**config.mk**
```make
export PLATFORM = sky130hd
export DESIGN_NAME = country_vehicle_detector
export DESIGN_NICKNAME = d
export VERILOG_FILES = /design/src/rtl/country_vehicle_detector.sv
export SDC_FILE = /design/constraint.sdc
export NUM_CORES = 1
export LEC_CHECK = 0
export ABC_AREA = 1
export CORE_MARGIN = 5
export CORE_UTILIZATION = 46
export CTS_CLUSTER_SIZE = 8
export DETAILED_ROUTE_END_ITERATION = 10
export HOLD_SLACK_MARGIN = 0.1
export PLACE_DENSITY = 0.71
export SYNTH_ARGS = -nofsm -noshare
export SYNTH_HDL_FRONTEND = slang
export SYNTH_SLANG_ARGS = --single-unit
```
**constraint.sdc**
```tcl
create_clock -name clk -period 2.8 [get_ports clk]
set_clock_uncertainty 0.2 [all_clocks]
set_input_delay 0.56 -clock clk [delete_from_list [all_inputs] [get_ports clk]]
set_output_delay 0.56 -clock clk [all_outputs]
set_load 0.02 [all_outputs]
```
**src/rtl/country_vehicle_detector.sv**
```systemverilog
// ----------------------------------------------------------------------------
// country_vehicle_detector
//
// Front-end for the country-road inductive loop of the junction controller.
// The raw loop signal is synchronised and then debounced by a small FSM.
// Every accepted vehicle arrival increments a waiting-queue counter. While the
// controller shows the country road green, vehicles are drained from the
// queue at a fixed rate. The request output x is asserted while any vehicle
// is still waiting.
//
// Parameters:
//   DEBOUNCE_CYCLES - consecutive equal synchronised samples needed to accept
//                     a loop level change (>= 2)
//   DRAIN_CYCLES    - consecutive green cycles per departing vehicle (>= 1)
//   QUEUE_W         - width of the waiting-vehicle counter
//
// Ports:
//   clk           - system clock, rising edge
//   rst           - synchronous active-high reset
//   loop_raw      - asynchronous raw loop detector output (1 = metal present)
//   country_green - country-road green indication from the controller
//   x             - vehicle request to the controller (1 = vehicles waiting)
//   queue_count   - number of waiting vehicles
//   overflow      - sticky flag: an arrival was seen while the queue was full
//   det_state     - detector FSM state (debug)
// ----------------------------------------------------------------------------
module country_vehicle_detector #(
   parameter int DEBOUNCE_CYCLES = 4,
   parameter int DRAIN_CYCLES    = 3,
   parameter int QUEUE_W         = 4
) (
   input  logic               clk,
   input  logic               rst,
   input  logic               loop_raw,
   input  logic               country_green,
   output logic               x,
   output logic [QUEUE_W-1:0] queue_count,
   output logic               overflow,
   output logic [1:0]         det_state
);

   // Detector states; the encoding is visible on det_state.
   typedef enum logic [1:0] {
      IDLE      = 2'b00,
      ARMING    = 2'b01,
      OCCUPIED  = 2'b10,
      RELEASING = 2'b11
   } det_state_e;

   localparam int DEB_W = $clog2(DEBOUNCE_CYCLES + 1);
   localparam int DRN_W = $clog2(DRAIN_CYCLES + 1);

   // Last count value before a qualified transition / departure.
   localparam logic [DEB_W-1:0]   DEB_LAST  = DEB_W'(DEBOUNCE_CYCLES - 1);
   localparam logic [DRN_W-1:0]   DRN_LAST  = DRN_W'(DRAIN_CYCLES - 1);
   localparam logic [DEB_W-1:0]   DEB_ONE   = DEB_W'(1);
   localparam logic [DRN_W-1:0]   DRN_ONE   = DRN_W'(1);
   localparam logic [QUEUE_W-1:0] QUEUE_ONE = QUEUE_W'(1);
   localparam logic [QUEUE_W-1:0] QUEUE_MAX = '1;

   // -------------------------------------------------------------------------
   // State
   // -------------------------------------------------------------------------
   logic               s1_q, s1_d;
   logic               s2_q, s2_d;
   det_state_e         state_q, state_d;
   logic [DEB_W-1:0]   deb_cnt_q, deb_cnt_d;
   logic [DRN_W-1:0]   drain_cnt_q, drain_cnt_d;
   logic [QUEUE_W-1:0] queue_q, queue_d;
   logic               overflow_q, overflow_d;

   // One-cycle strobes, valid in the cycle before the edge they act on.
   logic               arrival;
   logic               departure;

   // -------------------------------------------------------------------------
   // Two-flop synchroniser; only s2 is used downstream.
   // -------------------------------------------------------------------------
   always_comb begin
      s1_d = loop_raw;
      s2_d = s1_q;
   end

   // -------------------------------------------------------------------------
   // Detector FSM. deb_cnt holds the number of consecutive samples already
   // seen at the new level, so entering ARMING/RELEASING loads 1 and the
   // transition fires when the stored count is DEBOUNCE_CYCLES-1 and the
   // current sample still agrees.
   // -------------------------------------------------------------------------
   always_comb begin
      // NOTE: every signal assigned here gets a default first, so no path
      // leaves it unassigned and no latch is inferred.
      state_d   = state_q;
      deb_cnt_d = deb_cnt_q;
      arrival   = 1'b0;

      unique case (state_q)
         IDLE: begin
            if (s2_q) begin
               state_d   = ARMING;
               deb_cnt_d = DEB_ONE;
            end
         end

         ARMING: begin
            if (!s2_q) begin
               // Glitch: loop went away before it was qualified.
               state_d   = IDLE;
               deb_cnt_d = '0;
            end else if (deb_cnt_q == DEB_LAST) begin
               state_d   = OCCUPIED;
               deb_cnt_d = '0;
               arrival   = 1'b1;
            end else begin
               deb_cnt_d = deb_cnt_q + DEB_ONE;
            end
         end

         OCCUPIED: begin
            if (!s2_q) begin
               state_d   = RELEASING;
               deb_cnt_d = DEB_ONE;
            end
         end

         RELEASING: begin
            if (s2_q) begin
               // Vehicle still there after a short dip: no new arrival.
               state_d   = OCCUPIED;
               deb_cnt_d = '0;
            end else if (deb_cnt_q == DEB_LAST) begin
               state_d   = IDLE;
               deb_cnt_d = '0;
            end else begin
               deb_cnt_d = deb_cnt_q + DEB_ONE;
            end
         end

         default: begin
            state_d   = IDLE;
            deb_cnt_d = '0;
         end
      endcase
   end

   // -------------------------------------------------------------------------
   // Drain counter: runs only while green and the queue is non-empty, so a
   // departure can never be raised against an empty queue.
   // -------------------------------------------------------------------------
   always_comb begin
      drain_cnt_d = '0;
      departure   = 1'b0;

      if (country_green && (queue_q != '0)) begin
         if (drain_cnt_q == DRN_LAST) begin
            departure   = 1'b1;
            drain_cnt_d = '0;
         end else begin
            drain_cnt_d = drain_cnt_q + DRN_ONE;
         end
      end
   end

   // -------------------------------------------------------------------------
   // Queue counter. A simultaneous arrival and departure cancel, even when
   // the queue is full, so overflow is only flagged for a net arrival.
   // -------------------------------------------------------------------------
   always_comb begin
      queue_d    = queue_q;
      overflow_d = overflow_q;

      if (arrival && !departure) begin
         if (queue_q == QUEUE_MAX) begin
            overflow_d = 1'b1;
         end else begin
            queue_d = queue_q + QUEUE_ONE;
         end
      end else if (departure && !arrival) begin
         queue_d = queue_q - QUEUE_ONE;
      end
   end

   // -------------------------------------------------------------------------
   // Registers
   // -------------------------------------------------------------------------
   always_ff @(posedge clk) begin
      // NOTE: non-blocking assignments so every flop samples the values from
      // before the edge, independent of statement order.
      if (rst) begin
         s1_q        <= 1'b0;
         s2_q        <= 1'b0;
         state_q     <= IDLE;
         deb_cnt_q   <= '0;
         drain_cnt_q <= '0;
         queue_q     <= '0;
         overflow_q  <= 1'b0;
      end else begin
         s1_q        <= s1_d;
         s2_q        <= s2_d;
         state_q     <= state_d;
         deb_cnt_q   <= deb_cnt_d;
         drain_cnt_q <= drain_cnt_d;
         queue_q     <= queue_d;
         overflow_q  <= overflow_d;
      end
   end

   // -------------------------------------------------------------------------
   // Outputs, all decoded from registered state only.
   // -------------------------------------------------------------------------
   assign x           = (queue_q != '0);
   assign queue_count = queue_q;
   assign overflow    = overflow_q;
   assign det_state   = state_q;

endmodule

```
Word-level counts from Yosys, hierarchy flattened
Cells that the tools add are included.

cells by class
  equality and inequality tests = 11
  reduce and logical (&&, ||, !) cells = 13
  multiplexer cells = 21
  bitwise logic cells = 1
  add/sub/neg operators = 4

operators by type and width
  operator                                              count
  two-way mux 3 bit                                     5
  two-way mux 2 bit                                     6
  two-way mux 4 bit                                     3
  case mux 3 bit (4 select lines)                       1
  case mux 2 bit (4 select lines)                       1
  equality test 2 bit (second input constant)           3
  inequality test 2 bit (second input constant)         3
  inequality test 3 bit (second input constant)         2
  AND reduction 2 bit                                   3
  two-way mux 1 bit                                     5
  adder 4 x 1 -> 4 bit (second input constant)          1
  equality test 4 bit (second input constant)           1
  AND reduction 4 bit                                   1
  nonzero test 4 bit                                    1
  subtractor 4 x 1 -> 4 bit (second input constant)     1
  adder 3 x 1 -> 3 bit (second input constant)          1
  equality test 3 x 2 -> 1 bit (second input constant)  1
  logical AND 1 bit                                     3
  OR reduction 3 bit                                    1
  adder 2 x 1 -> 2 bit (second input constant)          1
  equality test 2 x 1 -> 1 bit (second input constant)  1
  zero test 1 bit                                       2
  zero test 2 bit                                       1
  nonzero test 2 bit                                    1
  NOT 1 bit                                             1

storage, ports and cells
  output and inout port bits = 8
  input port bits = 4
  logic and storage cells = 57
  bits in registers = 14

Longest topological paths before layout
  depth after elaboration = 8
  mapped depth = 14
  depth with buffers taken out = 14

Worst setup path before layout
No wires, ideal clock.

  kind = reg2reg
  start point = register queue_q[0] (netlist: queue_count[0])
  end point = register queue_q[3] (netlist: queue_count[3])
  path buffers = 0
  required time = 2486 ps
  cell stages (with the launch flop) = 14
  data arrival time = 1950 ps
  clock period less this slack = 2264 ps
  slack = 536 ps
  setup time = 114 ps
  cells stage by stage = dfxtp_1 -> nor2_1 -> nand2_1 -> nand3_2 -> nand2_2 -> ha_1 -> nand2_1 -> nand2_1 -> nor2_1 -> nand3_1 -> nand2_2 -> nor2_2 -> nor2_1 -> nor2_2

on the way
  cells in the longest elaborated chain, start to end = 7
  elaborated cells between the ends (all ways) = 15
  classes of those cells = add/sub: 2; eq/ne: 2; mux: 4; reduce/logical: 7

ends and longest elaborated chain
  what                                                                                 line  source
  start: declaration                                                                   69    logic [QUEUE_W-1:0] queue_q, queue_d;
  start signal: assignment                                                             203   queue_q <= queue_d;
  nonzero test 4 bit (*)                                                               --
  named net x                                                                          36    output logic x,
  logical AND 1 bit (*)                                                                154   if (country_green && (queue_q != '0)) begin
  two-way mux 1 bit (*)                                                                154
  zero test 1 bit                                                                      172   if (arrival && !departure) begin
  logical AND 1 bit                                                                    172
  inequality test 2 bit (no source line) / nonzero test 2 bit (equally long branches)  --
  AND reduction 2 bit (no source line)                                                 --

The timed path passes the listed nets; every way through them passes the cells marked *. The select of a mux whose other input is x is not followed.
A chain may end at the register's enable or synchronous reset.

Worst setup path in the final report
  start point = register queue_q[0] (netlist: queue_count[0])
  end point = output x

on the way
  cells in the longest elaborated chain, start to end = 1

ends and longest elaborated chain
  what                line  source
  nonzero test 4 bit  211   assign x = (queue_q != '0);
  end: declaration    36

No other way between the ends.

==> run metrics <==
Max Slew Vio Count 0; Synth cell types 23; Worst-path clk slew 0.09 ns; RSZ-0062 raised after global routing false; die height 49.8 um; Total Routed Length 1360 um; Worst Max-Slew Pin Slew 0.354 ns; VDD IR max 0.285 mV; Vias/cell 4.92; post-CTS setup buffer count 0; P_sw 76.0 uW; clock share of power 39.7%; final number of setup-violating endpoints 0; combinational fraction of design power 4.3%; Final nets 118; Fmax 428 MHz; met3 usage 3.31%; CP Capture Type output pin; GRT Max-Usage Layer met2; total CTS buffers 3; worst endpoint data arrival time 1.58 ns; Sw Share 20.9%; Fin Setup TNS 0 ns; initial drt markers 6; final core occ 59.2%; worst-path cell chain nor2_1, nand2_1, clkdlybuf4s50_1; hold_buf cts 0; Initial DRT Pass Iterations 2; post-route ant nets 0; syn nets 103; ANT cells 0; first-pass GRT wire length 2490 um; GR Overflow Total 0; post-CTS resize count 0; layout cell share with drive strength beyond 1 13.9%; DP HPWL 1080 um; routed length per instance 11.0 um; min Tclk post-route 2.34 ns; Initial Util 48.4%; Slew headroom 76.3%; PwrDens 408 mW/mm2; Synth Warn # 0; vias 610; core area 0.00151 mm2; crit path launch type flip-flop; register area share after synthesis 38.4%; CTS Sinks 14; Min-Delay Path Class reg2reg; mapped cell area 729 um2; Flop pwr share 56.0%; met2 usage 21.0%; fin crit share 83.4%; initial antenna violation count 0; vias in the first global route 598; Max clock buf depth 2; Worst Setup Path Type reg2out; Die W 49.8 um; Final Hold Fails 0; PortBufs 11; H-tree depth 1; GP Congestion 0.772; synthesis-stage register bit count 14; cell count after synthesis 94; Leakage 0.000378 uW; crit-path max FO 7; result of the run completed; required time of the critical path 2.04 ns; root buf cell clkbuf_4; die area 0.00248 mm2; CTS tree yes; Layout Area Growth over Synthesis 22.3%; M1 GR Usage 14.8%; largest net degree at the start of global routing 10; CP max stage cell clkdlybuf4s50_1; GRT Util Overall 12.9%; Post-route DRC 0; FP Rows 14; max cap viols 0; main area contributors after synthesis dfxtp_1, nor2_1, inv_1; Pint 288 uW; Avg Inst Size Synth 7.76 um2; slowest stage delay, CP 0.61 ns; post-synth top area share 38.4%; area leader, netlist dfxtp_1; clk_lat worst skew 0.28 ns; I/O pin count 12
## cells in the final DEF (no fill, tap or decap), types with 2 or more instances in the layout
cell type,n
nand4_1,2
a21oi_1,4
nand2_1,12
nand3_2,2
o21ai_0,2
nor2_1,17
ha_1,4
xor2_1,2
nor2_2,2
inv_1,14
clkbuf_4,3
nand3_1,5
dfxtp_1,14
a211oi_1,2
nand2_2,3
clkdlybuf4s50_1,11
## final cells by class
cell class              count  area [um2]
flip-flops and latches     14         280
clock buffers               4        36.3
well taps                  16        20.0
multi-input cells          64         389
fillers                   140         614
repair buffers             11         110
inverters                  15        56.3
## final timing paths
| check | start | end | slack [ns] | depth (start not counted) |
|---|---|---|---|---|
| worst min register to register | s1_q$_SDFF_PP0_ | s2_q$_SDFF_PP0_ | 0.21 | 2 |
| worst max-delay path | queue_count[0]$_SDFFE_PP0P_ | x | 0.46 | 3 |
| worst max register to register | deb_cnt_q[0]$_SDFFE_PP0P_ | queue_count[3]$_SDFFE_PP0P_ | 0.55 | 13 |
| worst min-delay path | s1_q$_SDFF_PP0_ | s2_q$_SDFF_PP0_ | 0.21 | 2 |
## flip-flops by register name, summed over array words and instances (netlist names), named ones only
name / cells
deb_cnt_q: 3
s1_q: 1
det_state: 1
s2_q: 1
drain_cnt_q: 2
overflow: 1
queue_count: 4
## critical path: cells and delay by family, from the launching register on
family,cells,cell delay (ns)
simple gates,2,0.22
buf+inv,1,0.61
flops,1,0.47
## synthesized netlist by cell type, drive strengths merged
cell / number
a211oi: 2
a21oi: 5
clkbuf: 1
dfxtp: 14
fa: 1
ha: 4
inv: 15
nand2: 15
nand3: 8
nand4: 2
nor2: 20
o2111ai: 1
o21a: 1
o21ai: 3
xor2: 2
## per-layer routing
layer  part of all wire, %  routed length (um)  up-vias
li1                      -                   -      329
met1                    47                 646      271
met2                    47                 637        8
met3                   4.7                  64        2
met4                  0.96                  13        0
met5                     0                   0        -
## through the flow
step	instance area (um2)	instances	hold slack, ns	power (uW)	setup slack, ns
6_report	892	124	0.207	364	0.464
5_1_grt	892	124	0.231	389	0.335
4_1_cts	892	124	0.211	373	0.426
3_5_place_dp	856	120	0.198	224	0.251
3_3_place_gp	856	120	0.191	224	0.300
2_1_floorplan	729	94	0.188	217	0.536
## logic make-up after synthesis
logic type | share of synthesized area [%]
simple gates | 31.0
buf+inv | 8.23
flops | 38.4
compound gates | 10.3
fa+ha+maj | 9.61
xor+xnor | 2.40
## power groups by stage
| stage | sequential [uW] | combinational (uW) | clock, uW |
|---|---|---|---|
| 2_1_floorplan | 208 | 8.50 | 0 |
| 3_3_place_gp | 208 | 15.3 | 0 |
| 3_5_place_dp | 209 | 15.8 | 0 |
| 4_1_cts | 204 | 15.8 | 153 |
| 5_1_grt | 204 | 17.6 | 167 |
| 6_report | 204 | 15.6 | 144 |
No activity file was read; power rests on OpenSTA's default activity.
